==> src/rtl/uprog_store_loader_pkg.sv <==
// Shared types and defaults for the control-store loader.
// State encoding is fixed so the FSM and its debug views agree.
package uprog_pkg;

    localparam int D_W_DEF = 4;
    localparam int A_W_DEF = 4;

    typedef enum logic [2:0] {
        S_IDLE   = 3'd0,
        S_WRITE  = 3'd1,
        S_VERIFY = 3'd2,
        S_RUN    = 3'd3,
        S_ERROR  = 3'd4
    } state_t;

endpackage

==> src/rtl/uprog_store_loader_if.sv <==
// Word-stream handshake plus control-store bus of the loader.
// master = loader side, slave = source / memory side.
interface uprog_store_loader_if #(
    parameter int D_W = 4,
    parameter int A_W = 4
);
    logic           in_valid;
    logic [D_W-1:0] in_data;
    logic           in_ready;
    logic           mem_we;
    logic [A_W-1:0] mem_addr;
    logic [D_W-1:0] mem_wdata;
    logic [D_W-1:0] mem_rdata;

    modport master (
        input  in_valid, in_data, mem_rdata,
        output in_ready, mem_we, mem_addr, mem_wdata
    );

    modport slave (
        output in_valid, in_data, mem_rdata,
        input  in_ready, mem_we, mem_addr, mem_wdata
    );
endinterface

==> src/rtl/uprog_store_loader_csum.sv <==
// Modulo-2**W running sum with async clear and a synchronous restart.
module uprog_csum #(
    parameter int W = 4
) (
    input  logic         CLK,
    input  logic         CLR,
    input  logic         clr_sync,
    input  logic         add_en,
    input  logic [W-1:0] din,
    output logic [W-1:0] sum
);
    always_ff @(posedge CLK or posedge CLR) begin
        if (CLR) begin
            sum <= '0;
        end else if (clr_sync) begin
            sum <= '0;
        end else if (add_en) begin
            sum <= sum + din;
        end
    end
endmodule

==> src/rtl/uprog_store_loader.sv <==
// Streams a microprogram into the control store, reads it back against
// a checksum, and only then hands the store to the FSM via run_en.
module uprog_store_loader
    import uprog_pkg::*;
#(
    parameter int D_W = D_W_DEF,
    parameter int A_W = A_W_DEF
) (
    input  logic                CLK,
    input  logic                CLR,
    input  logic                load_start,
    uprog_store_loader_if.master bus,
    output logic                run_en,
    output logic                busy,
    output logic                done,
    output logic                err
);
    localparam logic [A_W-1:0] LAST = '1;

    state_t         r_state;
    state_t         w_state_nxt;
    logic [A_W-1:0] r_addr;
    logic [A_W-1:0] w_addr_nxt;
    logic           w_clr;
    logic           w_wadd;
    logic           w_vadd;
    logic [D_W-1:0] w_wsum;
    logic [D_W-1:0] w_vsum;
    logic [D_W-1:0] w_vnext;

    always_ff @(posedge CLK or posedge CLR) begin
        if (CLR) begin
            r_state <= S_IDLE;
            r_addr  <= '0;
        end else begin
            r_state <= w_state_nxt;
            r_addr  <= w_addr_nxt;
        end
    end

    // Readback sum including the word on the bus this cycle.
    assign w_vnext = w_vsum + bus.mem_rdata;

    always_comb begin
        w_state_nxt   = r_state;
        w_addr_nxt    = r_addr;
        w_clr         = 1'b0;
        w_wadd        = 1'b0;
        w_vadd        = 1'b0;
        bus.in_ready  = 1'b0;
        bus.mem_we    = 1'b0;
        bus.mem_addr  = '0;
        bus.mem_wdata = '0;
        unique case (r_state)
            S_IDLE, S_RUN, S_ERROR: begin
                if (load_start) begin
                    w_state_nxt = S_WRITE;
                    w_addr_nxt  = '0;
                    w_clr       = 1'b1;
                end
            end
            S_WRITE: begin
                bus.in_ready  = 1'b1;
                bus.mem_addr  = r_addr;
                bus.mem_wdata = bus.in_data;
                bus.mem_we    = bus.in_valid;
                if (bus.in_valid) begin
                    w_wadd     = 1'b1;
                    w_addr_nxt = r_addr + 1'b1;
                    if (r_addr == LAST) begin
                        w_state_nxt = S_VERIFY;
                    end
                end
            end
            S_VERIFY: begin
                bus.mem_addr = r_addr;
                w_vadd       = 1'b1;
                w_addr_nxt   = r_addr + 1'b1;
                if (r_addr == LAST) begin
                    w_state_nxt = (w_vnext == w_wsum) ? S_RUN : S_ERROR;
                end
            end
            default: begin
                w_state_nxt = S_IDLE;
                w_addr_nxt  = '0;
            end
        endcase
    end

    uprog_csum #(.W(D_W)) u_wsum (
        .CLK      (CLK),
        .CLR      (CLR),
        .clr_sync (w_clr),
        .add_en   (w_wadd),
        .din      (bus.in_data),
        .sum      (w_wsum)
    );

    uprog_csum #(.W(D_W)) u_vsum (
        .CLK      (CLK),
        .CLR      (CLR),
        .clr_sync (w_clr),
        .add_en   (w_vadd),
        .din      (bus.mem_rdata),
        .sum      (w_vsum)
    );

    assign run_en = (r_state == S_RUN);
    assign done   = (r_state == S_RUN);
    assign err    = (r_state == S_ERROR);
    assign busy   = (r_state == S_WRITE) || (r_state == S_VERIFY);
endmodule

==> src/flat_wrapper.sv <==
// flat-port wrapper written by rule: the top's interface ports become plain ports
module uprog_store_loader_flat import uprog_pkg::*;
#(
    parameter int D_W = D_W_DEF,
    parameter int A_W = A_W_DEF
)
  (CLK, CLR, load_start, run_en, busy, done, err, bus_in_valid, bus_in_data, bus_mem_rdata, bus_in_ready, bus_mem_we, bus_mem_addr, bus_mem_wdata);
  uprog_store_loader_if #(.D_W(D_W), .A_W(A_W)) bus_i ();
  input  logic CLK;
  input  logic CLR;
  input  logic load_start;
  output logic run_en;
  output logic busy;
  output logic done;
  output logic err;
  input wire logic [$bits(bus_i.in_valid)-1:0] bus_in_valid;
  input wire logic [$bits(bus_i.in_data)-1:0] bus_in_data;
  input wire logic [$bits(bus_i.mem_rdata)-1:0] bus_mem_rdata;
  output wire logic [$bits(bus_i.in_ready)-1:0] bus_in_ready;
  output wire logic [$bits(bus_i.mem_we)-1:0] bus_mem_we;
  output wire logic [$bits(bus_i.mem_addr)-1:0] bus_mem_addr;
  output wire logic [$bits(bus_i.mem_wdata)-1:0] bus_mem_wdata;
  assign bus_i.in_valid = bus_in_valid;
  assign bus_i.in_data = bus_in_data;
  assign bus_i.mem_rdata = bus_mem_rdata;
  assign bus_in_ready = bus_i.in_ready;
  assign bus_mem_we = bus_i.mem_we;
  assign bus_mem_addr = bus_i.mem_addr;
  assign bus_mem_wdata = bus_i.mem_wdata;
  uprog_store_loader #(.D_W(D_W), .A_W(A_W)) u_core (.CLK(CLK), .CLR(CLR), .load_start(load_start), .bus(bus_i), .run_en(run_en), .busy(busy), .done(done), .err(err));
endmodule
==> config.mk <==
export PLATFORM = sky130hd
export DESIGN_NAME = uprog_store_loader_flat
export DESIGN_NICKNAME = d
export VERILOG_FILES = /design/src/rtl/uprog_store_loader_pkg.sv /design/src/rtl/uprog_store_loader_if.sv /design/src/rtl/uprog_store_loader_csum.sv /design/src/rtl/uprog_store_loader.sv /design/src/flat_wrapper.sv
export SDC_FILE = /design/constraint.sdc
export NUM_CORES = 1
export LEC_CHECK = 0
export ABC_AREA = 1
export CAP_MARGIN = 20
export CORE_UTILIZATION = 49
export DETAILED_ROUTE_END_ITERATION = 8
export HOLD_SLACK_MARGIN = 0.08
export PLACE_DENSITY = 0.88
export SYNTH_ARGS = -nofsm -noshare
export SYNTH_HDL_FRONTEND = slang
export SYNTH_SLANG_ARGS = --single-unit
==> constraint.sdc <==
create_clock -name CLK -period 2.6 [get_ports CLK]
set_clock_uncertainty 0.15 [all_clocks]
set_input_delay 0.26 -clock CLK [delete_from_list [all_inputs] [get_ports CLK]]
set_output_delay 0.26 -clock CLK [all_outputs]
set_load 0.1 [all_outputs]
**After elaboration in Yosys (flattened, before gate mapping)**

Cells that the tools add are included.

- Logic and storage cells: 47
- Memories kept: 0
- Input port bits: 12
- Memory bits (writable): 0
- Register bits: 15
- Output and inout bits: 14
- Bits in read-only memories: 0
- Bits in latches: 0

- Multipliers: 0
- Eq/ne operators: 10
- Div/mod/pow operators: 0
- Shifts and indexed selects: 0
- Bitwise operators: 0
- Multiplexer cells: 22
- Reduce and logical (&&, ||, !) cells: 8
- $lt $le $gt $ge: 0
- Add/sub/neg operators: 3

Operators by type and width:

| operator | count |
|---|---|
| $mux W4 | 8 |
| $mux W3 | 5 |
| $pmux W4 S3 | 1 |
| $pmux W3 S3 | 1 |
| $add A4 B4 Y4 | 2 |
| $mux W1 | 7 |
| $eq A3 B2 Y1 const B | 2 |
| $add A4 B1 Y4 const B | 1 |
| $eq A4 B4 Y1 | 1 |
| $eq A4 B4 Y1 const B | 1 |
| $ne A2 B1 Y1 const B | 2 |
| $ne A2 B2 Y1 const B | 2 |
| $reduce_and A4 Y1 | 1 |
| $reduce_bool A2 Y1 | 2 |
| $eq A3 B1 Y1 const B | 1 |
| $eq A3 B3 Y1 const B | 1 |
| $logic_not A3 Y1 | 1 |
| $reduce_or A3 Y1 | 1 |
| $reduce_and A2 Y1 | 1 |
| $reduce_or A2 Y1 | 1 |
| $logic_or A1 B1 Y1 | 1 |

**Longest topological paths before layout**

- Depth in word-level cells: 5
- Depth in mapped cells: 11
- Gate-level depth less buffers: 11

**Cells and area by module**

From an unflattened synthesis, not the netlist that was laid out.

- Cells, all modules: 180
- Area total of the unflattened synthesis: 1265.0 um^2

Modules (own cells, without submodules):

| module | area each (um^2) | times used | cells each | seq. area each (um^2) |
|---|---|---|---|---|
| uprog_store_loader | 698.2 | 1 | 112 | 175.2 |
| uprog_csum (u_core.u_wsum) | 284.0 | 1 | 33 | 100.1 |
| uprog_csum (u_core.u_vsum) | 282.8 | 1 | 35 | 100.1 |

**Least setup slack after synthesis**

Ideal clock, no wire load.

- Kind: flip-flop to output port
- From: register u_core.r_state[0]
- To: output bus_mem_addr[0]
- Stages on the path, launching flop included: 6
- Data arrival time: 2476 ps
- Buffers on the path: 0
- Slack: -286 ps
- Data required time: 2190 ps
- Cells stage by stage: dfrtp_1 nor3_2 inv_2 nand2_4 inv_4 nor2_1

- Longest elaborated chain between the ends: 3
- Elaborated cells on any way between the ends: 4
- Those cells by class: eq/ne (2); mux (1); reduce/logical (1)

Ends and longest elaborated chain:

| item | RTL line | source |
|---|---|---|
| start: declaration | uprog_store_loader.sv:20 | `state_t r_state;` |
| start signal: assignment | uprog_store_loader.sv:36 | `r_state <= w_state_nxt;` |
| $eq A3 B2 Y1 / $eq A3 B1 Y1 (equally long branches) | uprog_store_loader.sv:54 | `unique case (r_state)` |
| $reduce_or A2 Y1 (no source line) * | -- |  |
| $mux W4 * | uprog_store_loader.sv:54 |  |
| end: declaration | flat_wrapper.sv:21 | `output wire logic [$bits(bus_i.mem_addr)-1:0] bus_mem_addr;` |

Mark *: on every way between the ends. The rest lies on a longest branch, timed or not.

**Final worst setup path**

Same ends and word-level chain as after synthesis.

==> results.ini <==
[status]
status=completed

[logic_synthesis]
synth_warnings=0
synth-seq-area-share=0.336
synth_area_um2=1120
synth.avg_cell_area_um2=7.36
synth.area.top_cells=dfrtp_1 34%, nand2_1 11%, inv_1 8.4%
syn_nets=173
synth_top_area_share=0.336
synth.ff_latch_count=15
ys_types=27
yosysTopAreaCell=dfrtp_1
synth_cells=152

[worst_setup_path]
crit_slowest_cell=dfrtp_1
cp.arrival_ps=1860
startpoint_type=flip-flop
end_kind=output port
critPathTopFamily=simple AND/OR/NAND/NOR gates
crit_required_ps=2190
critPathKind=reg2out
path_cells=nor3_2 > inv_2 > nand2_4 > inv_4 > nor2_1 > buf_12
cp_max_fo=6
cp.buffers_inverters=3
critPathMaxStageDelay_ps=450

[route]
drt-total-wl_um=2390
drt_iter0_markers=20
vias=1037
ant_nets=0
post_drt_wl_per_cell_um=11.6
firstDrtPassIters=4
vias_per_cell=5.01
drc=0

[timing]
slew_headroom=0.608
final.period_utilization=0.873
worst_pin_slew_ps=587
fmax_ghz=0.441
rsz0062_at_grt=no
setup_viol=0
drv_slew=0
fin_crit_ps=2270
hold_slack_ps=172
hold_viol=0

[finish]
nets=202
mostFrequentLayoutCells=34 x nand2_1, 25 x inv_1, 17 x nand3_1, 15 x dfrtp_1, 12 x nor2_1
fin_cells=207
fin_area_um2=1450
diodes=0
fillers=163
final_util=0.703
layout_commonest_cell=nand2_1
drive_above_1_share=0.200
multi_input_area_um2=613
area_growth_pct=29.5
ff_latch_area_um2=375

[floorplan]
die_h_um=49.8
die_w_um=49.8
die_area_um2=2480
initial_core_util=0.542
pin_count=26
core_area_um2=2060
rows=16

[global_route]
grt_max_degree=16
grt_pass1_vias=980
grt_usage=0.224
grt_pass1_wl_um=4140
antenna_found_initial=0
overflow=0

[place]
io_buffers=25
place_congestion=0.890
dp_hpwl_um=1930
dp_cells=203
dpl_cell_area_um2=1420

[cts]
ctsResizeCount=0
path_clk_slew_ps=90
cts_setup_buffers=0
numCtsBuffers=3
htreeDepth=1
clkSinkCount=15
tritoncts=done
cts_hold_buf=0
clock-root-buffer=clkbuf_4
clock_latency_ps=290
clock_path_buffers=2

[job]
maxCapViolCount=0

[min_path]
hold_path_class=in2async

==> synth_stat cells, drive strengths merged <==
library cell / instances
inv: 32
o21ai: 9
dfrtp: 15
xor2: 2
a22oi: 2
buf: 1
nand4: 1
xnor2: 3
nor2: 13
a21oi: 3
nand2: 39
or2: 1
o22ai: 2
nor3: 2
nand3: 18
fa: 2
ha: 7
==> cell families after synthesis <==
family                     count (synthesis)  synth area share
adders and majority gates                  9             0.114
xor gates and xnor gates                   5            0.0392
and+or+nand+nor                           74             0.306
DFF                                       15             0.336
AOI/OAI and AO/OA                         16            0.0884
buffers and inverters                     33             0.116
==> final timing paths <==
path | end | startpoint | cells past startpoint | slack (ps)
setup / recovery | bus_mem_addr[0] | u_core.r_state[0]$_DFFE_PP0P_ | 6 | 330
hold / removal | u_core.u_wsum.sum[3]$_DFFE_PP0P_ | CLR | 2 | 170
setup reg to reg | u_core.r_state[0]$_DFFE_PP0P_ | u_core.u_vsum.sum[0]$_DFFE_PP0P_ | 11 | 550
hold reg to reg | u_core.u_vsum.sum[2]$_DFFE_PP0P_ | u_core.u_vsum.sum[2]$_DFFE_PP0P_ | 2 | 380
max in group asynchronous | u_core.r_addr[3]$_DFFE_PP0P_ | CLR | 2 | 1750
min in group CLK | u_core.u_vsum.sum[2]$_DFFE_PP0P_ | u_core.u_vsum.sum[2]$_DFFE_PP0P_ | 2 | 380
==> layer usage <==
layer  routed length (um)  track usage  up-vias
li1                     -            -      538
met1                 1070        0.275      463
met2                 1180        0.385       30
met3                   93       0.0185        6
met4                   48        0.119        0
met5                    0            0        -
==> layout make-up <==
cell class                      instances  share of cell area
Timing Repair Buffer                   25               0.192
Clock buffer                            4              0.0181
Multi-Input combinational cell        104               0.423
Tap cell                               27              0.0233
Inverter                               32              0.0846
Sequential cell                        15               0.259
==> flip-flops by register name, summed over array words and instances, names as in the netlist <==
| register | cells |
|---|---|
| u_core.u_wsum.sum | 4 |
| u_core.r_addr | 4 |
| u_core.u_vsum.sum | 4 |
| u_core.r_state | 3 |
==> stage by stage <==
step / worst slack (ps) / setup TNS (ps)
final: 331 / 0
after global routing: 197 / 0
after CTS: 318 / 0
after detailed placement: 291 / 0
after global placement: 344 / 0
after floorplan: -286 / -1280
Power is left out: the tool's default activity adds up to more than one toggle a clock period on the data nets, which glitch-free logic cannot reach.
